**src/rtl/mic_control_pkg.sv**
```systemverilog
// Shared constants for the I2S microphone capture block.
// Divider width, sample width and the divider counts at which the
// receiver samples, latches each channel and strobes a new pair.
package mic_control_pkg;

  localparam int DIV_W    = 10;
  localparam int SAMPLE_W = 16;

  // Sample point inside one sck period: two clk after the sck rising edge,
  // which covers the two-flop synchronizer delay.
  localparam logic [3:0] SAMPLE_PHASE = 4'd10;

  // Slot 0 of each half-frame is the I2S one-bit delay; slots 1..16 carry
  // the sixteen most significant bits of the ADC word.
  localparam logic [4:0] FIRST_SLOT = 5'd1;
  localparam logic [4:0] LAST_SLOT  = 5'd16;

  localparam logic [DIV_W-1:0] LEFT_LATCH  = 10'd266;
  localparam logic [DIV_W-1:0] RIGHT_LATCH = 10'd778;
  localparam logic [DIV_W-1:0] STROBE_CNT  = 10'd779;

  typedef logic signed [SAMPLE_W-1:0] sample_t;

endpackage

```
**src/rtl/i2s_rx_clkgen.sv**
```systemverilog
// Free-running frame divider and ADC clock generation.
// Ports:
//   clk, rst_n      system clock, synchronous active-low reset
//   en              advance the divider; low freezes it and silences clocks
//   cnt             current divider value (position within the 1024-clk frame)
//   mclk, sck, lrck ADC clocks, registered so they line up with cnt bits 1, 3, 9
module i2s_rx_clkgen
  import mic_control_pkg::*;
(
  input  logic             clk,
  input  logic             rst_n,
  input  logic             en,
  output logic [DIV_W-1:0] cnt,
  output logic             mclk,
  output logic             sck,
  output logic             lrck
);

  logic [DIV_W-1:0] cnt_nxt;

  always_comb begin
    cnt_nxt = cnt;
    if (en) cnt_nxt = cnt + 1'b1;
  end

  // Clocks are registered from the next divider value, so while running each
  // clock equals its cnt bit in the same cycle; lrck therefore changes together
  // with the sck falling edge at cnt[3:0]==0.
  always_ff @(posedge clk) begin
    if (!rst_n) begin
      cnt  <= '0;
      mclk <= 1'b0;
      sck  <= 1'b0;
      lrck <= 1'b0;
    end else begin
      cnt  <= cnt_nxt;
      mclk <= en & cnt_nxt[1];
      sck  <= en & cnt_nxt[3];
      lrck <= en & cnt_nxt[9];
    end
  end

endmodule

```
**src/rtl/mic_control.sv**
```systemverilog
// I2S receiver for a stereo ADC: generates the ADC clocks, deserializes the
// MSB-first data stream and presents one left/right pair per 1024-clk frame.
// Ports:
//   clk, rst_n                 system clock, synchronous active-low reset
//   en                         capture enable
//   audio_mclk/sck/lrck        ADC master, bit and word-select clocks
//   audio_sdout                ADC serial data (asynchronous)
//   audio_out_left/right       last complete sample pair, two's complement
//   out_valid                  one-cycle strobe when a new pair is presented
module mic_control
  import mic_control_pkg::*;
(
  input  logic                       clk,
  input  logic                       rst_n,
  input  logic                       en,
  output logic                       audio_mclk,
  output logic                       audio_lrck,
  output logic                       audio_sck,
  input  logic                       audio_sdout,
  output logic signed [SAMPLE_W-1:0] audio_out_left,
  output logic signed [SAMPLE_W-1:0] audio_out_right,
  output logic                       out_valid
);

  logic [DIV_W-1:0] cnt;
  logic [4:0]       slot;
  logic             sdout_p0;
  logic             sdout_p1;
  logic             sample_now;
  logic             frame_ok;
  sample_t          shift_q;
  sample_t          shift_nxt;
  sample_t          left_hold;
  sample_t          left_hold_nxt;
  sample_t          right_hold;
  sample_t          right_hold_nxt;

  i2s_rx_clkgen u_clkgen (
    .clk   (clk),
    .rst_n (rst_n),
    .en    (en),
    .cnt   (cnt),
    .mclk  (audio_mclk),
    .sck   (audio_sck),
    .lrck  (audio_lrck)
  );

  assign slot = cnt[8:4];

  always_comb begin
    sample_now     = en && (cnt[3:0] == SAMPLE_PHASE) &&
                     (slot >= FIRST_SLOT) && (slot <= LAST_SLOT);
    shift_nxt      = shift_q;
    if (sample_now) shift_nxt = {shift_q[SAMPLE_W-2:0], sdout_p1};
    // Holding registers take the value including the slot-16 bit shifted on
    // the same edge.
    left_hold_nxt  = left_hold;
    right_hold_nxt = right_hold;
    if (en && (cnt == LEFT_LATCH))  left_hold_nxt  = shift_nxt;
    if (en && (cnt == RIGHT_LATCH)) right_hold_nxt = shift_nxt;
  end

  // Stage p0/p1: synchronizer; then shifter, holding and output registers.
  always_ff @(posedge clk) begin
    if (!rst_n) begin
      sdout_p0        <= 1'b0;
      sdout_p1        <= 1'b0;
      shift_q         <= '0;
      left_hold       <= '0;
      right_hold      <= '0;
      frame_ok        <= 1'b0;
      audio_out_left  <= '0;
      audio_out_right <= '0;
      out_valid       <= 1'b0;
    end else begin
      sdout_p0   <= audio_sdout;
      sdout_p1   <= sdout_p0;
      shift_q    <= shift_nxt;
      left_hold  <= left_hold_nxt;
      right_hold <= right_hold_nxt;
      // A frame is trusted only if en stayed high from its cnt==0 onwards;
      // any low cycle taints it until the next frame start.
      if (!en)              frame_ok <= 1'b0;
      else if (cnt == '0)   frame_ok <= 1'b1;
      out_valid <= 1'b0;
      if (en && frame_ok && (cnt == STROBE_CNT - 1'b1)) begin
        out_valid       <= 1'b1;
        audio_out_left  <= left_hold_nxt;
        audio_out_right <= right_hold_nxt;
      end
    end
  end

endmodule

```
**config.mk**
```make
export PLATFORM = sky130hd
export DESIGN_NAME = mic_control
export DESIGN_NICKNAME = d
export VERILOG_FILES = /design/src/rtl/mic_control_pkg.sv /design/src/rtl/i2s_rx_clkgen.sv /design/src/rtl/mic_control.sv
export SDC_FILE = /design/constraint.sdc
export NUM_CORES = 1
export LEC_CHECK = 0
export BUFFER_PORTS_ARGS = -buffer_cell sky130_fd_sc_hd__buf_2
export CAP_MARGIN = 25
export CORE_MARGIN = 5
export CORE_UTILIZATION = 40
export CTS_BUF_LIST = sky130_fd_sc_hd__clkbuf_4
export CTS_CLUSTER_DIAMETER = 50
export CTS_CLUSTER_SIZE = 28
export DETAILED_ROUTE_END_ITERATION = 8
export SKIP_LAST_GASP = 1
export SLEW_MARGIN = 20
export SYNTH_ARGS = -nofsm -noshare
export SYNTH_HDL_FRONTEND = slang
export SYNTH_SLANG_ARGS = --single-unit
```
**constraint.sdc**
```tcl
create_clock -name clk -period 3.6 [get_ports clk]
set_clock_uncertainty 0.15 [all_clocks]
set_input_delay 0.36 -clock clk [delete_from_list [all_inputs] [get_ports clk]]
set_output_delay 0.36 -clock clk [all_outputs]
set_load 0.05 [all_outputs]
```
==> impl_metrics.py, run 1 <==
metrics = {
    "min_path": {
        "hold_start": "en",
        "whs_path_depth": 2,
        "hold_path_class": "in -> reg",
        "hold_end": "u_clkgen.mclk",
    },
    "power": {
        "seq_power_share_pct": 61.7,
        "switching_share_pct": 23.7,
        "p_int_mw": 1.11,
        "combPwrFrac_pct": 2.8,
        "power_leakage_nw": 1.66,
        "p_switching_mw": 0.344,
        "power_frac_clock_pct": 35.5,
        "p_per_area_nw_per_um2": 368,
        "peakVddDrop_uv": 133,
    },
    "timing": {
        "max_slew_margin_pct": 40.6,
        "fmax_mhz": 426,
        "finalHoldViolations": 0,
        "slew_viol_final": 0,
        "min_period_ps": 2350,
        "finalCritPeriodShare_pct": 65.2,
        "setup_viol": 0,
        "grt_setup_unrepaired": "no",
        "worst_slew_pin_slew_ps": 891,
        "hold_ws_ps": 142,
        "finalSetupTns_ps": 0,
    },
    "clock_tree": {
        "cts_buffers": 9,
        "clkTransAtPathRegs_ps": 130,
        "clk_path_buf_depth": 2,
        "cts-root-buf": "clkbuf_4",
        "cts_sinks": 80,
        "cts_tree": "built",
        "htree_levels": 3,
        "clk_latency_ps": 420,
    },
    "die": {
        "chipHeight_um": 105,
        "die_x_um": 105,
        "rows": 34,
        "fp.coreArea_um2": 8720,
        "initial_utilization_pct": 41.0,
        "ioPinCount": 40,
        "dieArea_um2": 10900,
    },
    "synth": {
        "synth_nets": 403,
        "syn_avg_cell_area_um2": 9.03,
        "synth_cell_types": 31,
        "yosys-top-cells-area": "dfxtp_1, mux2i_1, nand2_1, nand3_1, and3b_1",
        "yosysSeqAreaShare_pct": 44.8,
        "synth_cells": 396,
        "ys_ff_latch": 80,
        "synth_area_leader_cell": "dfxtp_1",
        "synth_top_area_share_pct": 44.8,
        "netlist_area_um2": 3580,
        "yosysWarnings": 0,
    },
    "route": {
        "via_per_inst": 5.29,
        "first_pass_iters": 4,
        "vias": 2792,
        "totalWireLength_um": 7260,
        "drtAntennaViolNets": 0,
        "routedWlPerCell_um": 13.7,
        "drc": 0,
        "drt_iter0_markers": 122,
    },
    "worst_setup_path": {
        "r2r_cells": 4,
        "cp.required_ps": 3760,
        "worst_setup_path_start_kind": "register",
        "end_kind": "register",
        "startpoint": "u_clkgen.cnt[4]",
        "r2r-start": "u_clkgen.cnt[4]",
        "rrSetupSlack_ps": 1250,
        "worstPathArrival_ps": 2510,
        "r2r-end": "shift_q[0]",
        "critPathKind": "reg -> reg",
        "critPathMaxFanout": 30,
    },
    "status": {
        "status": "completed",
    },
    "cells_and_area": {
        "stdcell_count": 528,
        "final_common_cell": "dfxtp_1",
        "final_core_util_pct": 45.2,
        "area.growth.synth_to_final_pct": 10.3,
        "layout-drive-gt1-share_pct": 15.5,
        "finalNetCount": 423,
        "mostFrequentLayoutCells": "dfxtp_1, nand2_1, mux2i_1",
        "nFillCells": 862,
        "diodes": 0,
    },
    "global_routing": {
        "grt_overflow": 0,
        "grt_usage_pct": 13.5,
        "grt_pass1_vias": 2643,
        "grt_pass1_wl_um": 12600,
        "grt_max_degree": 61,
        "antenna_found_initial": 0,
    },
    "placed_design": {
        "detailed_place_hpwl_um": 4710,
        "dp_cells": 512,
        "gp_congestion": 0.728,
        "portBuffers": 39,
    },
    "job": {
        "max_cap_violations": 0,
    },
}
-- worst max-delay path: stages (launching register included) --
cell	delay, ps
dfxtp_1	390
or4_1	610
buf_4	290
mux2_4	330
or4_1	460
-- Yosys cell counts --
library cell,count
dfxtp_1,80
nand2_1,68
mux2i_1,63
nand3_1,46
clkbuf_1,29
nand4_1,18
and3_1,16
and3b_1,15
nor2_1,8
a21oi_1,6
or4_1,4
xor2_1,4
buf_1,3
buf_2,3
buf_4,3
ha_1,3
inv_1,3
nor4_1,3
o21ai_0,3
or3_1,3
and2_1,2
nand4b_1,2
nor3_1,2
o31ai_1,2
a31oi_1,1
and4b_1,1
buf_6,1
mux2_4,1
nand3b_1,1
nor3_4,1
xnor2_1,1
-- sequential cells by signal (all words and copies together), names as in the netlist --
register         flops
audio_out_left      16
audio_out_right     16
left_hold           16
shift_q             15
u_clkgen.cnt        10
frame_ok             1
out_valid            1
sdout_p0             1
sdout_p1             1
u_clkgen.lrck        1
u_clkgen.mclk        1
u_clkgen.sck         1
-- worst max-delay path by stage --
| stage | endpoint | slack, ps | cells after the start |
|---|---|---|---|
| 3_5_place_dp | shift_q[0] | 1270 | 4 |
| 2_1_floorplan | shift_q[0] | 1590 | 4 |
| 4_1_cts | audio_out_right[4] | 1250 | 5 |
| 3_3_place_gp | shift_q[0] | 1260 | 4 |
| 6_report | shift_q[0] | 1250 | 4 |
| 5_1_grt | audio_out_left[10] | 1050 | 5 |
-- cell type report --
type                            instances  area (um2)  area share, %
Sequential cell                        80        1600           40.6
Multi-Input combinational cell        274        1800           45.7
Clock buffer                            9        67.6           1.71
Tap cell                              108         135           3.43
Clock inverter                          6        61.3           1.56
Inverter                                3        11.3          0.286
Timing Repair Buffer                   48         265           6.73
-- timing repair --
item	CTS	global route
resized for setup	0	0
buffers inserted	0	0
endpoints found under the hold margin	1	0
hold buffers	1	0
-- cell families after synthesis --
| group | share of synthesized area (%) |
|---|---|
| AO/OA/AOI/OAI | 1.85 |
| XOR/XNOR | 1.22 |
| adder cells (fa/ha/maj) | 1.05 |
| buffers and inverters | 5.04 |
| flip-flops | 44.8 |
| multiplexers | 18.1 |
| AND/OR/NAND/NOR | 28.0 |
-- stage by stage --
step	cell area (um2)	power [mW]	setup slack, ps
5_1_grt	3940	1.52	1050
3_3_place_gp	3800	0.954	1260
2_1_floorplan	3580	0.946	1590
3_5_place_dp	3800	0.955	1270
4_1_cts	3940	1.47	1250
6_report	3940	1.45	1250
-- power by group through the flow --
stage,sequential (mW),combinational [mW],clock [mW]
after detailed placement,0.915,0.0398,0
after floorplan,0.916,0.0302,0
after global routing,0.897,0.0459,0.573
after CTS,0.895,0.0409,0.538
after global placement,0.915,0.0390,0
final,0.895,0.0403,0.515
-- routing by layer --
layer | global-route usage [%] | vias up | share of wire, %
li1 | - | 1434 | -
met1 | 18.4 | 1314 | 50
met2 | 20.8 | 38 | 45
met3 | 3.64 | 6 | 4.2
met4 | 4.35 | 0 | 1.0
met5 | 0 | - | 0
Power figures use the tool's default switching activity.
==> run 2, diff against run 1 <==
clock period = 2.4 ns   (was 3.6 ns; I/O delays follow)
==> run 2 against run 1 <==
Net effect:
- power up 58%
- highest routed layer unchanged
- register-to-register slack worse by 990 ps
- routed wire length fell by 1.6%
- largest cell class unchanged
==> impl_metrics.py, run 2 (synthesis results as in run 1) <==
metrics = {
    "clock_tree": {
        "cts-root-buf": "clkbuf_4",
        "clkTransAtPathRegs_ps": 140,
        "clk_path_buf_depth": 2,
        "clk_latency_ps": 420,
        "cts_sinks": 80,
        "cts_buffers": 9,
        "cts_tree": "built",
        "htree_levels": 3,
        "cts_resized": 0,
        "cts_hold_buf": 2,
        "cts_setup_buffers": 0,
    },
    "worst_setup_path": {
        "cp.required_ps": 2540,
        "rrSetupSlack_ps": 260,
        "critPathKind": "reg -> reg",
        "r2r-start": "u_clkgen.cnt[4]",
        "worst_setup_path_start_kind": "register",
        "r2r-end": "shift_q[0]",
        "worstPathArrival_ps": 2270,
        "critPathMaxFanout": 6,
        "r2r_cells": 3,
        "end_kind": "register",
    },
    "status": {
        "status": "completed",
    },
    "cells_and_area": {
        "layout-drive-gt1-share_pct": 15.6,
        "stdcell_count": 530,
        "final_core_util_pct": 45.9,
        "area.growth.synth_to_final_pct": 11.9,
        "diodes": 0,
        "mostFrequentLayoutCells": "dfxtp_1, nand2_1, mux2i_1",
        "reg.largest.list": "audio_out_left: 16 flops, audio_out_right: 16 flops, left_hold: 16 flops",
        "nFillCells": 858,
        "finalNetCount": 425,
        "final_common_cell": "dfxtp_1",
    },
    "timing": {
        "hold_ws_ps": 143,
        "finalCritPeriodShare_pct": 89.0,
        "grt_setup_unrepaired": "no",
        "setup_viol": 0,
        "finalSetupTns_ps": 0,
        "fmax_mhz": 468,
        "slew_viol_final": 0,
        "max_slew_margin_pct": 66.8,
        "min_period_ps": 2140,
        "finalHoldViolations": 0,
        "worst_slew_pin_slew_ps": 498,
    },
    "min_path": {
        "hold_end": "audio_out_right[15]",
        "hold_start": "rst_n",
        "whs_path_depth": 3,
        "hold_path_class": "in -> reg",
    },
    "global_routing": {
        "grt_usage_pct": 13.4,
        "grt_overflow": 0,
        "grt_pass1_wl_um": 12400,
        "grt_max_degree": 54,
        "grt_pass1_vias": 2652,
        "antenna_found_initial": 0,
    },
    "power": {
        "peakVddDrop_uv": 252,
        "total_power_mw": 2.29,
        "power_leakage_nw": 1.68,
        "p_per_area_nw_per_um2": 573,
    },
    "placed_design": {
        "dp_cells": 513,
        "portBuffers": 39,
        "gp_congestion": 0.747,
        "detailed_place_hpwl_um": 4700,
    },
    "die": {
        "initial_utilization_pct": 41.0,
        "rows": 34,
        "die_x_um": 105,
        "ioPinCount": 40,
        "chipHeight_um": 105,
        "dieArea_um2": 10900,
        "fp.coreArea_um2": 8720,
    },
    "job": {
        "max_cap_violations": 0,
    },
    "route": {
        "routedWlPerCell_um": 13.5,
        "drc": 0,
        "totalWireLength_um": 7140,
        "via_per_inst": 5.33,
        "drt_iter0_markers": 112,
        "first_pass_iters": 4,
        "vias": 2823,
        "drtAntennaViolNets": 0,
    },
}
## run 2: cell types whose count changed in the layout (fill, tap and decap cells not counted), sizes merged
cell and change:
clkbuf +1, dlygate4sd3 +1, clkinv -1, clkinvlp -1
buf +1, bufinv +1
## run 2: worst max-delay path, cell delays in order (launching register included)
cell and delay [ps]:
dfxtp_1 390, or4_1 660, mux2_4 330, or4_1 470
## run 2: how the worst max path moves through the flow
stage | from | to | slack (ps)
floorplan | u_clkgen.cnt[4] | shift_q[0] | 390
global placement | u_clkgen.cnt[4] | shift_q[0] | 350
detailed placement | u_clkgen.cnt[4] | shift_q[0] | 290
CTS | u_clkgen.cnt[4] | shift_q[0] | 250
global route | u_clkgen.cnt[4] | shift_q[0] | 190
finish | u_clkgen.cnt[4] | shift_q[0] | 260
## run 2: metrics by stage
stage,setup WS (ps),area (um2)
floorplan,386,3580
global placement,347,3820
detailed placement,288,3820
CTS,249,4000
global route,187,4000
finish,264,4000
## run 2: where the power goes
part           switching, mW  leakage (nW)  internal (mW)  total (mW)
Combinational         0.0457         0.953         0.0178      0.0635
Clock                  0.456        0.0864          0.431       0.888
Sequential           0.00729         0.645           1.34        1.34
Total                  0.509          1.68           1.78        2.29
## run 2: metal layers
layer,share of wire [%],GRT usage [%]
met5,0,0
met1,49,18.1
met2,45,20.7
met4,1.6,5.46
met3,3.9,3.14
## run 2: area by class of cell
cell class              count  area, um2  share of cell area, %
multi-input cells         274       1800                   45.0
flip-flops and latches     80       1600                   40.0
repair buffers             50        295                   7.38
well taps                 108        135                   3.38
clock inverters             5       82.6                   2.06
clock buffers              10       75.1                   1.88
inverters                   3       11.3                  0.281
==> run 3, diff against run 2 <==
SYNTH_HIERARCHICAL = 1   (was not set)
==> run 3 against run 2 <==
Net effect:
- sequential power hardly changed
- synthesized cell count up 0.25%
- routed wire length is 5.9% higher
- flip-flop and latch count unchanged
- die area is 3.4% higher
- critical endpoint is now shift_q[6]
- worst setup slack better by 120 ps
- first-iteration DRC count grew 79%
- via count grew 2.3%
- clock power increased by 17%
==> impl_metrics.py, run 3 <==
metrics = {
    "synth": {
        "synth_edf_count": 0,
        "async_flop_share_pct": 0,
        "ys_ff_latch": 80,
        "ys.flop_type": "dfxtp_1",
        "synth_nets": 402,
        "synth.top_cells.by_count": "dfxtp_1, nand2_1, mux2i_1, nand4_1, clkbuf_1",
        "netlist_area_um2": 3710,
        "syn_avg_cell_area_um2": 9.35,
        "synth_area_leader_cell": "dfxtp_1",
        "synth_cell_types": 37,
        "yosys-top-cells-area": "dfxtp_1, mux2i_1, nand4_1, nand2_1, and3b_1",
        "synth_top_area_share_pct": 43.1,
        "synth.most_common_cell": "dfxtp_1",
        "synth_cells": 397,
        "yosysSeqAreaShare_pct": 43.1,
        "yosysWarnings": 6,
    },
    "power": {
        "p_per_area_nw_per_um2": 592,
        "seq_power_share_pct": 54.4,
        "p_switching_mw": 0.566,
        "switching_share_pct": 22.9,
        "peakVddDrop_uv": 223,
        "power_leakage_nw": 2.03,
        "combPwrFrac_pct": 3.6,
        "p_int_mw": 1.91,
        "power_frac_clock_pct": 42.0,
    },
    "worst_setup_path": {
        "rrSetupSlack_ps": 550,
        "worst_setup_path_start_kind": "input port",
        "worstPathArrival_ps": 2190,
        "critPathKind": "in -> reg",
        "critPathMaxFanout": 45,
        "end_kind": "register",
        "cp.required_ps": 2570,
    },
    "cells_and_area": {
        "stdcell_count": 535,
        "layout-drive-gt1-share_pct": 16.7,
        "area.growth.synth_to_final_pct": 12.6,
        "finalNetCount": 424,
        "reg.largest.list": "audio_out_left: 16 flops, audio_out_right: 16 flops, left_hold: 16 flops",
        "nFillCells": 889,
        "diodes": 0,
        "final_common_cell": "dfxtp_1",
        "mostFrequentLayoutCells": "dfxtp_1, nand2_1, mux2i_1",
    },
    "timing": {
        "worst_slew_pin_slew_ps": 583,
        "finalCritPeriodShare_pct": 84.1,
        "max_slew_margin_pct": 61.1,
        "min_period_ps": 2020,
        "finalHoldViolations": 0,
        "slew_viol_final": 0,
        "grt_setup_unrepaired": "no",
        "fmax_mhz": 495,
        "setup_viol": 0,
        "finalSetupTns_ps": 0,
    },
    "placed_design": {
        "gp_congestion": 0.786,
        "portBuffers": 39,
        "dp_cells": 517,
        "detailed_place_hpwl_um": 4680,
    },
    "global_routing": {
        "grt_pass1_vias": 2631,
        "grt_max_degree": 64,
        "antenna_found_initial": 0,
        "grt_usage_pct": 13.9,
        "grt_pass1_wl_um": 12800,
        "grt_overflow": 0,
    },
    "clock_tree": {
        "cts_setup_buffers": 0,
        "cts_tree": "built",
        "cts-root-buf": "clkbuf_4",
        "htree_levels": 3,
        "cts_buffers": 9,
        "cts_sinks": 80,
        "clk_latency_ps": 430,
        "clk_path_buf_depth": 2,
        "cts_resized": 0,
        "clkTransAtPathRegs_ps": 130,
    },
    "route": {
        "drt_iter0_markers": 200,
        "drtAntennaViolNets": 0,
        "first_pass_iters": 4,
        "drc": 0,
        "routedWlPerCell_um": 14.1,
        "vias": 2887,
        "totalWireLength_um": 7570,
        "via_per_inst": 5.40,
    },
    "die": {
        "chipHeight_um": 106,
        "rows": 35,
        "ioPinCount": 40,
        "die_x_um": 106,
        "dieArea_um2": 11300,
        "fp.coreArea_um2": 9150,
        "initial_utilization_pct": 40.6,
    },
    "status": {
        "status": "completed",
    },
    "min_path": {
        "hold_path_class": "in -> reg",
    },
    "job": {
        "max_cap_violations": 0,
    },
}
==> run 3: cell types whose count changed after synthesis, moves of 3 or more <==
cell,previous run,this run
nor2_1,8,3
nor2b_1,0,3
nand4_1,18,47
a21oi_1,6,0
nand3_1,46,2
mux2i_1,63,66
and2_1,2,5
buf_2,3,11
clkbuf_1,29,25
a21o_1,0,15
==> run 3: power groups by stage <==
stage / registers [mW] / logic, mW / clock network (mW)
finish: 1.35 / 0.0897 / 1.04
floorplan: 1.37 / 0.0638 / 0
CTS: 1.35 / 0.0891 / 1.07
global route: 1.35 / 0.0998 / 1.13
global placement: 1.37 / 0.0839 / 0
detailed placement: 1.37 / 0.0864 / 0
==> run 3: routing by layer <==
layer / vias to the layer above / part of all wire [%] / track usage (%)
li1: 1470 / - / -
met1: 1372 / 50 / 18.7
met2: 33 / 45 / 21.5
met3: 12 / 3.4 / 3.46
met4: 0 / 1.5 / 4.81
met5: - / 0 / 0
==> run 3: per-stage QoR <==
stage	util, %	worst slack (ps)	total power [mW]	hold WS, ps	cell area [um2]
final	45.7	382	2.47	81.4	4180
after floorplan	-	714	1.44	209	3710
after global placement	43.4	553	1.46	269	3970
after global routing	45.7	277	2.57	111	4180
after CTS	45.7	427	2.50	60.6	4180
after detailed placement	43.4	500	1.46	275	3970
==> run 3: area by class of cell <==
cell class | instances | area [um2] | area share [%]
clock buffer | 10 | 75.1 | 1.80
clock inverter | 6 | 115 | 2.75
inverter | 4 | 15.0 | 0.359
multi-input combinational | 273 | 1930 | 46.2
sequential | 80 | 1600 | 38.3
tap | 111 | 139 | 3.32
timing repair buffer | 51 | 303 | 7.24
==> run 3: critical path, cell delays in order <==
cell and delay [ps]:
dlygate4sd3_1 520, buf_2 250, nor4bb_4 410, buf_4 460, a21o_1 180, nand4_1 90
==> run 3: logic make-up (layout without fill, tap and decap cells) <==
group,Yosys count,in the layout,synth area share [%]
compound gates,24,24,4.89
xor+xnor,4,4,0.944
fa+ha+maj,1,1,0.337
buf+inv,44,71,5.22
flops,80,80,43.1
mux,66,66,17.8
simple gates,178,178,27.7
==> run 3: what timing repair did <==
item	in CTS	in global routing
hold endpoints to repair	2	0
hold buffers	2	0
setup endpoints to repair	0	0
==> run 3: final timing paths <==
path / from / to / depth (start not counted)
worst max register to register: u_clkgen/cnt[2] / shift_q[6] / 4
worst max-delay path: en / shift_q[6] / 6
worst min-delay path: rst_n / frame_ok / 3
worst min register to register: sdout_p0 / sdout_p1 / 1
